### src/rtl/fetch_queue_if.sv
// fetch_queue_if: bundles the fetch front end's memory-side and decode-side
// handshakes plus the redirect request.
//
// Handshake rules, both directions:
//   Request side:  imem_req/imem_addr are offered by the fetch unit; a
//                  request transfers on any rising edge where imem_req and
//                  imem_gnt are both 1. imem_rvalid returns exactly one word
//                  per transferred request, in order, at least one cycle
//                  later; it carries no back-pressure.
//   Decode side:   out_valid/out_instr/out_next_pc are offered by the fetch
//                  unit; an instruction transfers on any rising edge where
//                  out_valid and out_ready are both 1. While out_ready is 0
//                  the offered instruction and next PC stay put.
//
// Modports:
//   master - the fetch unit (drives imem_req, imem_addr, out_*).
//   slave  - memory / decode / branch unit side.
interface fetch_queue_if #(
    parameter int DATA_W = 16,
    parameter int ADDR_W = 16
);
    logic              redirect;
    logic [ADDR_W-1:0] redirect_pc;
    logic              imem_req;
    logic [ADDR_W-1:0] imem_addr;
    logic              imem_gnt;
    logic              imem_rvalid;
    logic [DATA_W-1:0] imem_rdata;
    logic              out_valid;
    logic              out_ready;
    logic [DATA_W-1:0] out_instr;
    logic [ADDR_W-1:0] out_next_pc;

    modport master (
        input  redirect, redirect_pc, imem_gnt, imem_rvalid, imem_rdata, out_ready,
        output imem_req, imem_addr, out_valid, out_instr, out_next_pc
    );

    modport slave (
        output redirect, redirect_pc, imem_gnt, imem_rvalid, imem_rdata, out_ready,
        input  imem_req, imem_addr, out_valid, out_instr, out_next_pc
    );
endinterface

### src/rtl/fetch_queue.sv
// fetch_queue: instruction-fetch front end with a DEPTH-entry prefetch queue.
// Issues sequential word requests to instruction memory, buffers returned
// words with their next PC, and hands them to decode. A redirect squashes
// the queue and marks every in-flight response for discard.
//
// Parameters: DATA_W (instruction width), ADDR_W (word address width),
//             DEPTH (queue entries, power of two, >= 2).
// Ports:      clk  - clock, rising edge
//             rst  - asynchronous active-high reset
//             bus  - fetch_queue_if.master (memory, decode and redirect)
// Build option: FETCH_QUEUE_BYPASS_EN - when defined, a kept response that
//             arrives while the queue is empty is offered to decode in the
//             same cycle; otherwise all output comes from the queue head.
module fetch_queue #(
    parameter int DATA_W = 16,
    parameter int ADDR_W = 16,
    parameter int DEPTH  = 4
) (
    input logic           clk,
    input logic           rst,
    fetch_queue_if.master bus
);
    localparam int PTR_W = $clog2(DEPTH);
    localparam int CNT_W = PTR_W + 1;

    logic [ADDR_W-1:0] reqPc;
    logic [ADDR_W-1:0] rspPc;
    logic [ADDR_W-1:0] rspNextPc;
    logic [DATA_W-1:0] fifoInstr  [DEPTH];
    logic [ADDR_W-1:0] fifoNextPc [DEPTH];
    logic [PTR_W-1:0]  rdPtr;
    logic [PTR_W-1:0]  wrPtr;
    logic [CNT_W-1:0]  count;
    logic [CNT_W-1:0]  outstanding;
    logic [CNT_W-1:0]  drop;
    logic [CNT_W:0]    used;
    logic              grant;
    logic              keep;
    logic              push;
    logic              fifoPop;
    logic              empty;

    // Every granted request reserves a queue slot until it is consumed or
    // discarded, so the queue can never overflow. Pops in this cycle do not
    // free a slot until the next cycle.
    assign used          = {1'b0, count} + {1'b0, outstanding};
    assign bus.imem_req  = !rst && !bus.redirect && (used < (CNT_W+1)'(DEPTH));
    assign bus.imem_addr = reqPc;

    assign grant     = bus.imem_req && bus.imem_gnt;
    // A response is kept only if nothing stale is still ahead of it and no
    // redirect is squashing it in this very cycle.
    assign keep      = !rst && bus.imem_rvalid && (drop == '0) && !bus.redirect;
    assign rspNextPc = rspPc + ADDR_W'(1);
    assign empty     = (count == '0);
    assign fifoPop   = !rst && !bus.redirect && !empty && bus.out_ready;

`ifdef FETCH_QUEUE_BYPASS_EN
    logic bypass;
    assign bypass          = empty && keep;
    assign bus.out_valid   = !rst && !bus.redirect && (!empty || keep);
    assign bus.out_instr   = bypass ? bus.imem_rdata : fifoInstr[rdPtr];
    assign bus.out_next_pc = bypass ? rspNextPc : fifoNextPc[rdPtr];
    // A bypassed word consumed on arrival never enters the queue.
    assign push            = keep && !(bypass && bus.out_ready);
`else
    assign bus.out_valid   = !rst && !bus.redirect && !empty;
    assign bus.out_instr   = fifoInstr[rdPtr];
    assign bus.out_next_pc = fifoNextPc[rdPtr];
    assign push            = keep;
`endif

    always_ff @(posedge clk or posedge rst) begin
        if (rst) begin
            reqPc       <= '0;
            rspPc       <= '0;
            rdPtr       <= '0;
            wrPtr       <= '0;
            count       <= '0;
            outstanding <= '0;
            drop        <= '0;
            for (int i = 0; i < DEPTH; i++) begin
                fifoInstr[i]  <= '0;
                fifoNextPc[i] <= '0;
            end
        end else if (bus.redirect) begin
            // No grant is possible this cycle; everything still in flight
            // after this edge becomes a response to throw away.
            reqPc       <= bus.redirect_pc;
            rspPc       <= bus.redirect_pc;
            count       <= '0;
            rdPtr       <= wrPtr;
            drop        <= outstanding - CNT_W'(bus.imem_rvalid);
            outstanding <= outstanding - CNT_W'(bus.imem_rvalid);
        end else begin
            if (grant) begin
                reqPc <= reqPc + ADDR_W'(1);
            end
            outstanding <= outstanding + CNT_W'(grant) - CNT_W'(bus.imem_rvalid);
            if (bus.imem_rvalid && (drop != '0)) begin
                drop <= drop - CNT_W'(1);
            end
            if (keep) begin
                rspPc <= rspNextPc;
            end
            if (push) begin
                fifoInstr[wrPtr]  <= bus.imem_rdata;
                fifoNextPc[wrPtr] <= rspNextPc;
                wrPtr             <= wrPtr + PTR_W'(1);
            end
            if (fifoPop) begin
                rdPtr <= rdPtr + PTR_W'(1);
            end
            count <= count + CNT_W'(push) - CNT_W'(fifoPop);
        end
    end
endmodule

### src/flat_wrapper.sv
// flat-port wrapper written by rule: the top's interface ports become plain ports
module fetch_queue_flat 
#(
    parameter int DATA_W = 16,
    parameter int ADDR_W = 16,
    parameter int DEPTH  = 4
)
  (clk, rst, bus_redirect, bus_redirect_pc, bus_imem_gnt, bus_imem_rvalid, bus_imem_rdata, bus_out_ready, bus_imem_req, bus_imem_addr, bus_out_valid, bus_out_instr, bus_out_next_pc);
  fetch_queue_if #(.DATA_W(DATA_W), .ADDR_W(ADDR_W)) bus_i ();
  input logic clk;
  input logic rst;
  input wire logic [$bits(bus_i.redirect)-1:0] bus_redirect;
  input wire logic [$bits(bus_i.redirect_pc)-1:0] bus_redirect_pc;
  input wire logic [$bits(bus_i.imem_gnt)-1:0] bus_imem_gnt;
  input wire logic [$bits(bus_i.imem_rvalid)-1:0] bus_imem_rvalid;
  input wire logic [$bits(bus_i.imem_rdata)-1:0] bus_imem_rdata;
  input wire logic [$bits(bus_i.out_ready)-1:0] bus_out_ready;
  output wire logic [$bits(bus_i.imem_req)-1:0] bus_imem_req;
  output wire logic [$bits(bus_i.imem_addr)-1:0] bus_imem_addr;
  output wire logic [$bits(bus_i.out_valid)-1:0] bus_out_valid;
  output wire logic [$bits(bus_i.out_instr)-1:0] bus_out_instr;
  output wire logic [$bits(bus_i.out_next_pc)-1:0] bus_out_next_pc;
  assign bus_i.redirect = bus_redirect;
  assign bus_i.redirect_pc = bus_redirect_pc;
  assign bus_i.imem_gnt = bus_imem_gnt;
  assign bus_i.imem_rvalid = bus_imem_rvalid;
  assign bus_i.imem_rdata = bus_imem_rdata;
  assign bus_i.out_ready = bus_out_ready;
  assign bus_imem_req = bus_i.imem_req;
  assign bus_imem_addr = bus_i.imem_addr;
  assign bus_out_valid = bus_i.out_valid;
  assign bus_out_instr = bus_i.out_instr;
  assign bus_out_next_pc = bus_i.out_next_pc;
  fetch_queue #(.DATA_W(DATA_W), .ADDR_W(ADDR_W), .DEPTH(DEPTH)) u_core (.clk(clk), .rst(rst), .bus(bus_i));
endmodule
### config.mk
export PLATFORM = sky130hd
export DESIGN_NAME = fetch_queue_flat
export DESIGN_NICKNAME = d
export VERILOG_FILES = /design/src/rtl/fetch_queue_if.sv /design/src/rtl/fetch_queue.sv /design/src/flat_wrapper.sv
export SDC_FILE = /design/constraint.sdc
export NUM_CORES = 1
export LEC_CHECK = 0
export BUFFER_PORTS_ARGS = -buffer_cell sky130_fd_sc_hd__buf_2
export CORE_UTILIZATION = 50
export DETAILED_ROUTE_END_ITERATION = 16
export GPL_TIMING_DRIVEN = 0
export PLACE_DENSITY = 0.7
export SLEW_MARGIN = 20
export SYNTH_ARGS = -nofsm -noshare
export SYNTH_HDL_FRONTEND = slang
export SYNTH_SLANG_ARGS = --single-unit
### constraint.sdc
create_clock -name clk -period 6.9 [get_ports clk]
set_input_delay 1.035 -clock clk [delete_from_list [all_inputs] [get_ports clk]]
set_output_delay 1.035 -clock clk [all_outputs]
set_load 0.005 [all_outputs]
* Word-level counts from Yosys, hierarchy flattened
Index checks and enable logic that the tools add are counted.
W data, S select, Z words.
** Cells by class
- Bitwise logic cells :: 3
- $add $sub $neg :: 11
- Reductions and logical operators :: 21
- Multiplexer cells :: 20
- $lt $le $gt $ge :: 4
** Operators with widths (number)
- $mux W16 :: 9
- $bwmux W64 :: 2
- $bmux W16 S2 :: 2
- $add A16 B1 Y16 const B :: 2
- $demux W16 S2 :: 1
- $mux W3 :: 4
- $logic_and A1 B1 Y1 :: 10
- $sub A3 B1 Y3 :: 3
- $reduce_bool A2 Y1 :: 4
- $add A3 B1 Y3 :: 2
- $ge A3 B3 Y1 const B :: 2
- $logic_not A3 Y1 :: 2
- $not A2 Y3 :: 2
- $add A2 B1 Y2 const B :: 2
- $add A3 B3 Y4 :: 1
- $lt A4 B3 Y1 const B :: 1
- $mux W2 :: 2
- $logic_not A1 Y1 :: 3
- $lt A3 B1 Y1 const B :: 1
- $reduce_bool A3 Y1 :: 1
- $sub A3 B1 Y3 const B :: 1
- $reduce_and A2 Y1 :: 1
- $not A1 Y1 :: 1
** Storage, ports and cells
- Flip-flop bits (word level) :: 173
- Output and inout port bits :: 50
- Word-level logic and storage cells :: 74
- Bits of input ports :: 38

* Longest topological paths before layout
Gate-level depths: netlist of run 1.
- Word-level depth :: 7
- Depth in mapped cells :: 12

* Least setup slack after synthesis of run 1
Ideal clock, no wire load.
- Path kind :: input to register
- From :: in rst
- To :: reg u_core.rspPc[11]
- Data required time :: 6.818 ns
- Library setup time :: 0.082 ns
- Setup slack :: 0.869 ns
- Stages :: 4
- Arrival :: 5.949 ns
- Path through :: inv_1 > nand2_1 > or3_1 > a31oi_1
** Between the ends
- Word-level cells in the longest chain between the ends :: 5
** RTL lines
- start: declaration :: RTL line flat_wrapper.sv:11 : input logic rst;
- $logic_not A1 Y1 :: RTL line fetch_queue.sv:53 : assign keep = !rst && bus.imem_rvalid && (drop == '0) && !bus.redirect;
- $logic_and A1 B1 Y1 (3 in a row) :: RTL line fetch_queue.sv:53
- $reduce_bool A2 Y1 (no source line)
- end signal: assignment :: RTL line fetch_queue.sv:90 : rspPc <= bus.redirect_pc;
- end signal: assignment :: RTL line fetch_queue.sv:104 : rspPc <= rspNextPc;
- end: declaration :: RTL line fetch_queue.sv:27 : logic [ADDR_W-1:0] rspPc;
No other way between the ends.
A chain may end at the register's enable or synchronous reset.

* Final worst setup path of run 1
- From :: reg u_core.rdPtr[0]
- To :: out bus_out_next_pc[11]
** Between the ends
- Word-level cells in the longest chain between the ends :: 4
** RTL lines
- start: declaration :: RTL line fetch_queue.sv:31 : logic [PTR_W-1:0] rdPtr;
- start signal: assignment :: RTL line fetch_queue.sv:92 : rdPtr <= wrPtr;
- start signal: assignment :: RTL line fetch_queue.sv:112 : rdPtr <= rdPtr + PTR_W'(1);
- $not A2 Y3 (not written as such) :: RTL line fetch_queue.sv:69 : assign bus.out_next_pc = fifoNextPc[rdPtr];
- $bmux W16 S2 :: RTL line fetch_queue.sv:69
- $mux W16 (not written as such) (2 in a row) :: RTL line fetch_queue.sv:69
- end: declaration :: RTL line flat_wrapper.sv:22 : output wire logic [$bits(bus_i.out_next_pc)-1:0] bus_out_next_pc;
No other way between the ends. The select of a mux whose other input is x is not followed.

==> results of run 1 <==
metrics by stage:
| stage | cell area [sq um] | hold slack, ns | utilization [%] | setup TNS (ns) | setup slack, ns |
|---|---|---|---|---|---|
| after detailed placement | 9077 | 0.4681 | 56.53 | 0 | 3.564 |
| after CTS | 9717 | 0.4823 | 60.51 | 0 | 3.449 |
| final | 9717 | 0.4845 | 60.51 | 0 | 3.517 |
| after floorplan | 8337 | 0.4446 | - | 0 | 0.8693 |
| after global placement | 9042 | 0.4554 | 56.31 | -82.27 | -0.9332 |
| after global routing | 9717 | 0.5061 | 60.51 | 0 | 3.374 |
per-layer routing:
| layer | part of all wire, % | wire, microns | vias to the layer above | GRT usage (%) |
|---|---|---|---|---|
| li1 | - | - | 2637 | - |
| met1 | 43 | 8645 | 3021 | 32.20 |
| met2 | 50 | 10050 | 176 | 41.28 |
| met3 | 4.6 | 907 | 27 | 4.707 |
| met4 | 1.6 | 312 | 0 | 8.889 |
| met5 | 0 | 0 | - | 0 |
cell type report:
| class | instances | area share [%] |
|---|---|---|
| Timing Repair Buffer | 88 | 4.764 |
| Tap cell | 216 | 2.781 |
| Multi-Input combinational cell | 423 | 38.28 |
| Sequential cell | 173 | 44.55 |
| Inverter | 23 | 0.9657 |
| Clock inverter | 15 | 2.202 |
| Clock buffer | 17 | 4.378 |
| Buffer | 40 | 2.073 |
cells by family (layout without fill, tap and decap cells):
kind of cell / Yosys count / count (layout)
flip-flops: 173 / 173
AND/OR/NAND/NOR: 153 / 153
multiplexers: 131 / 131
AO/OA/AOI/OAI: 95 / 95
buffers and inverters: 63 / 183
XOR/XNOR: 26 / 26
adder cells (fa/ha/maj): 18 / 18
worst max-delay path by stage:
| stage | startpoint | end | slack [ns] | cells after the start |
|---|---|---|---|---|
| after floorplan | rst | u_core.rspPc[11] | 0.87 | 4 |
| after global routing | u_core.rdPtr[0] | bus_out_next_pc[1] | 3.37 | 4 |
| after detailed placement | rst | u_core.count[2] | 3.56 | 11 |
| after global placement | rst | u_core.rspPc[15] | -0.93 | 5 |
| final | u_core.rdPtr[0] | bus_out_next_pc[11] | 3.52 | 4 |
| after CTS | u_core.rdPtr[0] | bus_out_next_pc[1] | 3.45 | 4 |
sequential cells by signal, indices dropped and copies added (netlist names):
name and count:
u_core.fifoInstr 64, u_core.fifoNextPc 64, u_core.bus.imem_addr 16, u_core.rspPc 16
u_core.count 3, u_core.drop 3, u_core.outstanding 3, u_core.rdPtr 2
u_core.wrPtr 2
power by group through the flow:
stage	Sequential (mW)	Clock, mW	Combinational (mW)
2_1_floorplan	1.49	0	0.719
3_3_place_gp	1.52	0	0.954
3_5_place_dp	1.56	0	1.00
4_1_cts	1.55	1.05	1.01
5_1_grt	1.59	1.09	1.10
6_report	1.55	1.04	0.995
placed cells by master, fill, tap and decap left out, types with 5 or more instances in the layout:
master | netlist | routed
and3_1 | 7 | 7
buf_2 | 17 | 104
nor2_1 | 9 | 9
a221o_1 | 9 | 9
nand2_1 | 62 | 62
or3_1 | 5 | 5
o21ai_0 | 52 | 52
o311ai_0 | 7 | 7
xnor2_1 | 10 | 10
nor4_1 | 5 | 5
nor3_1 | 5 | 5
clkbuf_16 | 0 | 17
mux4_2 | 32 | 32
or4_1 | 5 | 5
xor2_1 | 16 | 16
inv_1 | 22 | 21
nand3_1 | 23 | 23
and2_1 | 6 | 6
nand4_1 | 12 | 12
dfrtp_1 | 173 | 173
clkbuf_1 | 18 | 18
mux2_2 | 98 | 98
ha_1 | 16 | 16
o211ai_1 | 6 | 6
critical path, stage by stage, from the launching register on:
cell and delay, ns:
dfrtp_1 0.33, clkbuf_1 0.39, buf_2 0.46, mux4_2 0.59
buf_2 0.15
cells in the mapped netlist, drive strengths merged (6+ instances only):
cell type / n / share of area [%]
and2: 6 / 0.45
buf: 22 / 1.6
nor2: 9 / 0.41
nand4: 13 / 1.2
mux4: 32 / 8.6
clkbuf: 18 / 0.81
a221o: 9 / 1.1
xor2: 16 / 1.7
nand3: 23 / 1.4
xnor2: 10 / 1.1
dfrtp: 173 / 52
nor3: 6 / 0.42
ha: 16 / 2.4
o211ai: 6 / 0.54
o21ai: 52 / 3.1
o311ai: 7 / 0.74
and3: 7 / 0.53
nand2: 62 / 2.8
or3: 6 / 0.47
inv: 22 / 0.99
mux2: 98 / 13
==> reports/qor.txt, run 1 <==
PortBufs: 87
DR pass1 iterations: 5
Worst setup EP type: output pin
Mapped Nets: 715
Initial antenna violation count: 0
Post-Synth Simple-Gate Area: 9.500%
Count of unique library cells instantiated by Yosys: 49
Synth Register Bits: 173
Fin cells: 995
Final setup violation count: 0
Reg area: 0.004329 sq mm
Avg Cell Area, Syn: 12.65 sq um
First-pass GRT wire length: 32.73 mm
Multi-input gate area: 0.003720 sq mm
HP Class: flip-flop to flip-flop
Sequential share of power: 43.2%
Compound-gate portion of the synthesized area: 7.504%
Drt total wl: 19.92 mm
CP max FO: 10
Combinational family with the most area after synthesis: multiplexers
Cts repair resizes: 0
RSZ-0062 raised after global routing: no
Synthesized area: 0.008337 sq mm
Gate count after technology mapping: 659
Placed cell count: 963
Most used DFF post-synth: dfrtp_1
Number of global-route vias before repair: 6176
Final net count: 822
Power density over cell area: 368.8 mW/mm^2
Status: finished, final reports clean
Post-Synth Adder-Cell Area: 2.882%
Rows: 46
Clk buf depth: 2
HP Start: u_core.fifoNextPc[12]
DP Wirelength: 13.97 mm
WL per Instance: 20.02 microns
XOR/XNOR share of the synthesized area: 2.732%
Leak: 4.652 nW
Cts bufs inserted: 17
Clock latency on the worst-skew pair: 0.43 ns
Gr usage total: 24.73%
Violation count after the first detailed-route iteration: 409
WHS Endpoint: u_core.fifoNextPc[12]
Ys async rst share: 100.0%
TritonCTS clock tree: done
Final min period: 3.383 ns
Total core area: 0.01606 sq mm
Crit Path Class: flip-flop to output pin
FMAX: 295.6 MHz
GPL Wtd Cong: 0.8820
EDFF count, synth: 0
Fin. Hold Viols: 0
Max-slew headroom: 48.87%
Register area share after synthesis: 51.93%
Sink Count: 173
Slew @ Worst Pin: 0.7670 ns
Worst R2R Path Depth: 12
Remaining global-route overflow: 0
Reg-to-reg endpoint: u_core.count[2]
Pint: 2.511 mW
Final period util: 49.03%
Pins over their slew limit: 0
Largest net degree at the start of global routing: 117
VDD IR max: 0.2092 mV
DRC Markers: 0
Max capacitance violation total: 0
DRT antenna net count: 0
Worst hold stages: 2
Fill count: 1246
Clk network pwr share: 29.0%
Comb pwr share: 27.8%
Reg2Reg Setup Slack: 4.16 ns
CP startpoint kind: flip-flop
Die Y: 131.1 microns
Total power: 3.584 mW
H-tree depth: 4
DR vias/cell: 5.890
Area Overhead vs Synth: 16.55%
# diodes: 0
Post-CTS Setup Bufs: 0
Clk_skew: 0.008731 ns
Root buf cell: clkbuf_16
Fraction of power spent switching nets: 29.94%
Die width: 131.1 microns
Switch Pwr: 1.073 mW
Clk slew on worst S/H paths: 0.06 ns
Detailed-route via count: 5861
Crit path required time: 5.86 ns
Die area: 0.01719 sq mm
R2r startpoint: u_core.drop[0]
Top-level port count: 88
Data arrival time of the worst path: 2.35 ns
Fraction of layout cells with a size suffix above 1: 35.69%
Initial Util: 51.92%
YS warnings: 0
Post-synthesis mux area share: 22.00%
Hold Buf Count CTS: 0
No activity file was read; power rests on OpenSTA's default activity.
==> run 2, diff against run 1 <==
--- a/config.mk
+++ b/config.mk
@@ -9,7 +9,7 @@
 export CORE_UTILIZATION = 50
 export DETAILED_ROUTE_END_ITERATION = 16
 export GPL_TIMING_DRIVEN = 0
-export PLACE_DENSITY = 0.7
+export PLACE_DENSITY = 0.72
 export SLEW_MARGIN = 20
 export SYNTH_ARGS = -nofsm -noshare
 export SYNTH_HDL_FRONTEND = slang
==> constraint.sdc (replaced) <==
create_clock -name clk -period 2.8 [get_ports clk]
set_input_delay 0.42 -clock clk [delete_from_list [all_inputs] [get_ports clk]]
set_output_delay 0.42 -clock clk [all_outputs]
set_load 0.005 [all_outputs]
==> run 2 against run 1 <==
Utilization is 0.59 points higher. Via count increased by 1.0%. Register-to-register slack worse by 4.0 ns. Power grew 150%. Clock-buffer cell count up 3. Sequential power rose by 150%. Worst setup slack got worse by 3.4 ns. Sequential cell count did not move. Largest cell class unchanged.
==> reports/qor.txt, run 2 (synthesis results as in run 1) <==
Number of global-route vias before repair: 6185 (+0.15%)
Most common cell after layout, fill and taps aside: dfrtp_1
Clock latency on the worst-skew pair: 0.44 ns (about the same)
Slew @ Worst Pin: 0.8001 ns (+0.03314 ns)
Top-level port count: 88 (unchanged)
Die width: 131.1 microns (unchanged)
Fraction of layout cells with a size suffix above 1: 36.24% (+0.55 points)
R2r startpoint: u_core.drop[0]
Largest delay share family, worst path: buffers and inverters
FMAX: 366.7 MHz
Reg area: 0.004329 sq mm (unchanged)
Final setup violation count: 0 (unchanged)
Clk buf depth: 2 (unchanged)
Clk_skew: 0.01782 ns (+0.009094 ns)
Rows: 46 (unchanged)
Final Worst Setup Slack: 0.07310 ns (-3.444 ns)
HP Class: primary input to async pin
Final net count: 824 (+0.24%)
Post-placement setup slack: 0.02350 ns (-3.540 ns)
Drt total wl: 20.01 mm (+0.46%)
TritonCTS clock tree: done
Initial Util: 51.92% (unchanged)
Sink Count: 173 (unchanged)
Max capacitance violation total: 0 (unchanged)
Multi-input gate area: 0.003722 sq mm (about the same)
RSZ-0062 raised after global routing: no
DR vias/cell: 5.940 (+0.84%)
Crit path cell chain: clkbuf_1 > clkbuf_1 > mux4_2 > buf_2
Status: finished, final reports clean
H-tree depth: 4 (unchanged)
Initial antenna violation count: 0 (unchanged)
Slowest CP cell: clkbuf_1
Crit path largest cell delay: 0.65 ns (+0.06 ns)
PortBufs: 87 (unchanged)
Cts bufs inserted: 17 (unchanged)
Crit Path Class: flip-flop to output pin
Fill count: 1261 (+1.2%)
DR pass1 iterations: 5 (unchanged)
Pins over their slew limit: 0 (unchanged)
Setup crit start: u_core.rdPtr[1]
Final min period: 2.727 ns
# diodes: 0 (unchanged)
Placed Area: 0.009146 sq mm (+0.76%)
Die area: 0.01719 sq mm (unchanged)
Biggest regs: u_core.fifoInstr x64, u_core.fifoNextPc x64
Setup TNS: 0 ns (unchanged)
Worst path buffer plus inverter count: 3 (unchanged)
Leak: 4.694 nW (+0.90%)
CP startpoint kind: flip-flop
CP max FO: 10 (unchanged)
Largest net degree at the start of global routing: 39 (-67%)
Clk slew on worst S/H paths: 0.07 ns (about the same)
Root buf cell: clkbuf_16
Crit path required time: 2.38 ns (-3.48 ns)
Most frequent CP cell: clkbuf_1
First-pass GRT wire length: 32.60 mm (-0.40%)
GPL Wtd Cong: 0.8647 (-2.0%)
Final period util: 97.39%
DRC Markers: 0 (unchanged)
Remaining global-route overflow: 0 (unchanged)
Max-slew headroom: 46.66% (-2.2 points)
Total power: 8.949 mW (+150%)
Die Y: 131.1 microns (unchanged)
Most frequent cells in the layout: dfrtp_1 (173), buf_2 (103), mux2_2 (98), nand2_1 (61), o21ai_0 (52)
Violation count after the first detailed-route iteration: 378 (-7.6%)
Fin. Hold Viols: 0 (unchanged)
DP Wirelength: 14.15 mm (+1.3%)
Worst setup EP type: output pin
Final Instance Area: 0.009812 sq mm (+0.98%)
Area Overhead vs Synth: 17.69%
WL per Instance: 20.07 microns (+0.26%)
Final hold slack: 0.03484 ns (-0.4496 ns)
Total core area: 0.01606 sq mm (unchanged)
Worst R2R Path Depth: 11 (-1)
DRT antenna net count: 0 (unchanged)
Detailed-route via count: 5922 (+1.0%)
Reg2Reg Setup Slack: 0.19 ns (-3.97 ns)
Power density over cell area: 912.0 mW/mm^2 (+150%)
Reg-to-reg endpoint: u_core.count[2]
Gr usage total: 24.50% (-0.23 points)
Data arrival time of the worst path: 2.31 ns (-0.04 ns)
VDD IR max: 0.4868 mV (+130%)
[run 2: layout make-up]
type                       instances  share of cell area, %
tap                              216                  2.754
clock inverter                    12                  2.117
buffer                            38                  2.002
multi-input combinational        423                  37.94
timing repair buffer              92                  5.458
sequential                       173                  44.12
clock buffer                      20                  4.654
inverter                          23                 0.9564
[run 2: power by group]
group / leakage (nW) / switching (mW) / internal [mW]
Clock: 0.319 / 1.00 / 1.64
Sequential: 2.28 / 0.509 / 3.33
Combinational: 2.10 / 1.11 / 1.36
[run 2: worst register-to-register path: cells and delay by family (launching register included)]
family	cells	cell delay [ns]
and+or+nand+nor	3	0.58
buffers and inverters	4	0.57
xor gates and xnor gates	1	0.19
DFF	1	0.37
adders and majority gates	3	0.76
[run 2: timing repair]
item                                    in CTS  in global routing
hold buffers                                 0                  0
buffers inserted                             0                  0
gates resized for setup                      0                  3
endpoints found under the setup margin       0                 31
[run 2: worst max-delay path by stage]
stage                                  endpoint  cells past startpoint
after floorplan                u_core.rspPc[11]                      4
after global placement         u_core.rspPc[15]                      5
after detailed placement        u_core.count[2]                     12
after CTS                    bus_out_next_pc[9]                      4
after global routing      u_core.outstanding[2]                      9
final                        bus_out_next_pc[9]                      4
[run 2: routing by layer]
layer / global-route usage (%) / routed length [microns] / share of wire, % / up-vias
li1: - / - / - / 2633
met1: 31.62 / 8620 / 43 / 3060
met2: 42.23 / 10080 / 50 / 207
met3: 4.398 / 1060 / 5.3 / 22
met4: 7.059 / 242 / 1.2 / 0
met5: 0 / 0 / 0 / -
[run 2: stage by stage]
| stage | utilization (%) | instances |
|---|---|---|
| 6_report | 61.10 | 997 |
| 5_1_grt | 61.10 | 997 |
| 4_1_cts | 61.10 | 999 |
| 3_5_place_dp | 56.96 | 967 |
| 3_3_place_gp | 56.33 | 962 |
| 2_1_floorplan | - | 659 |
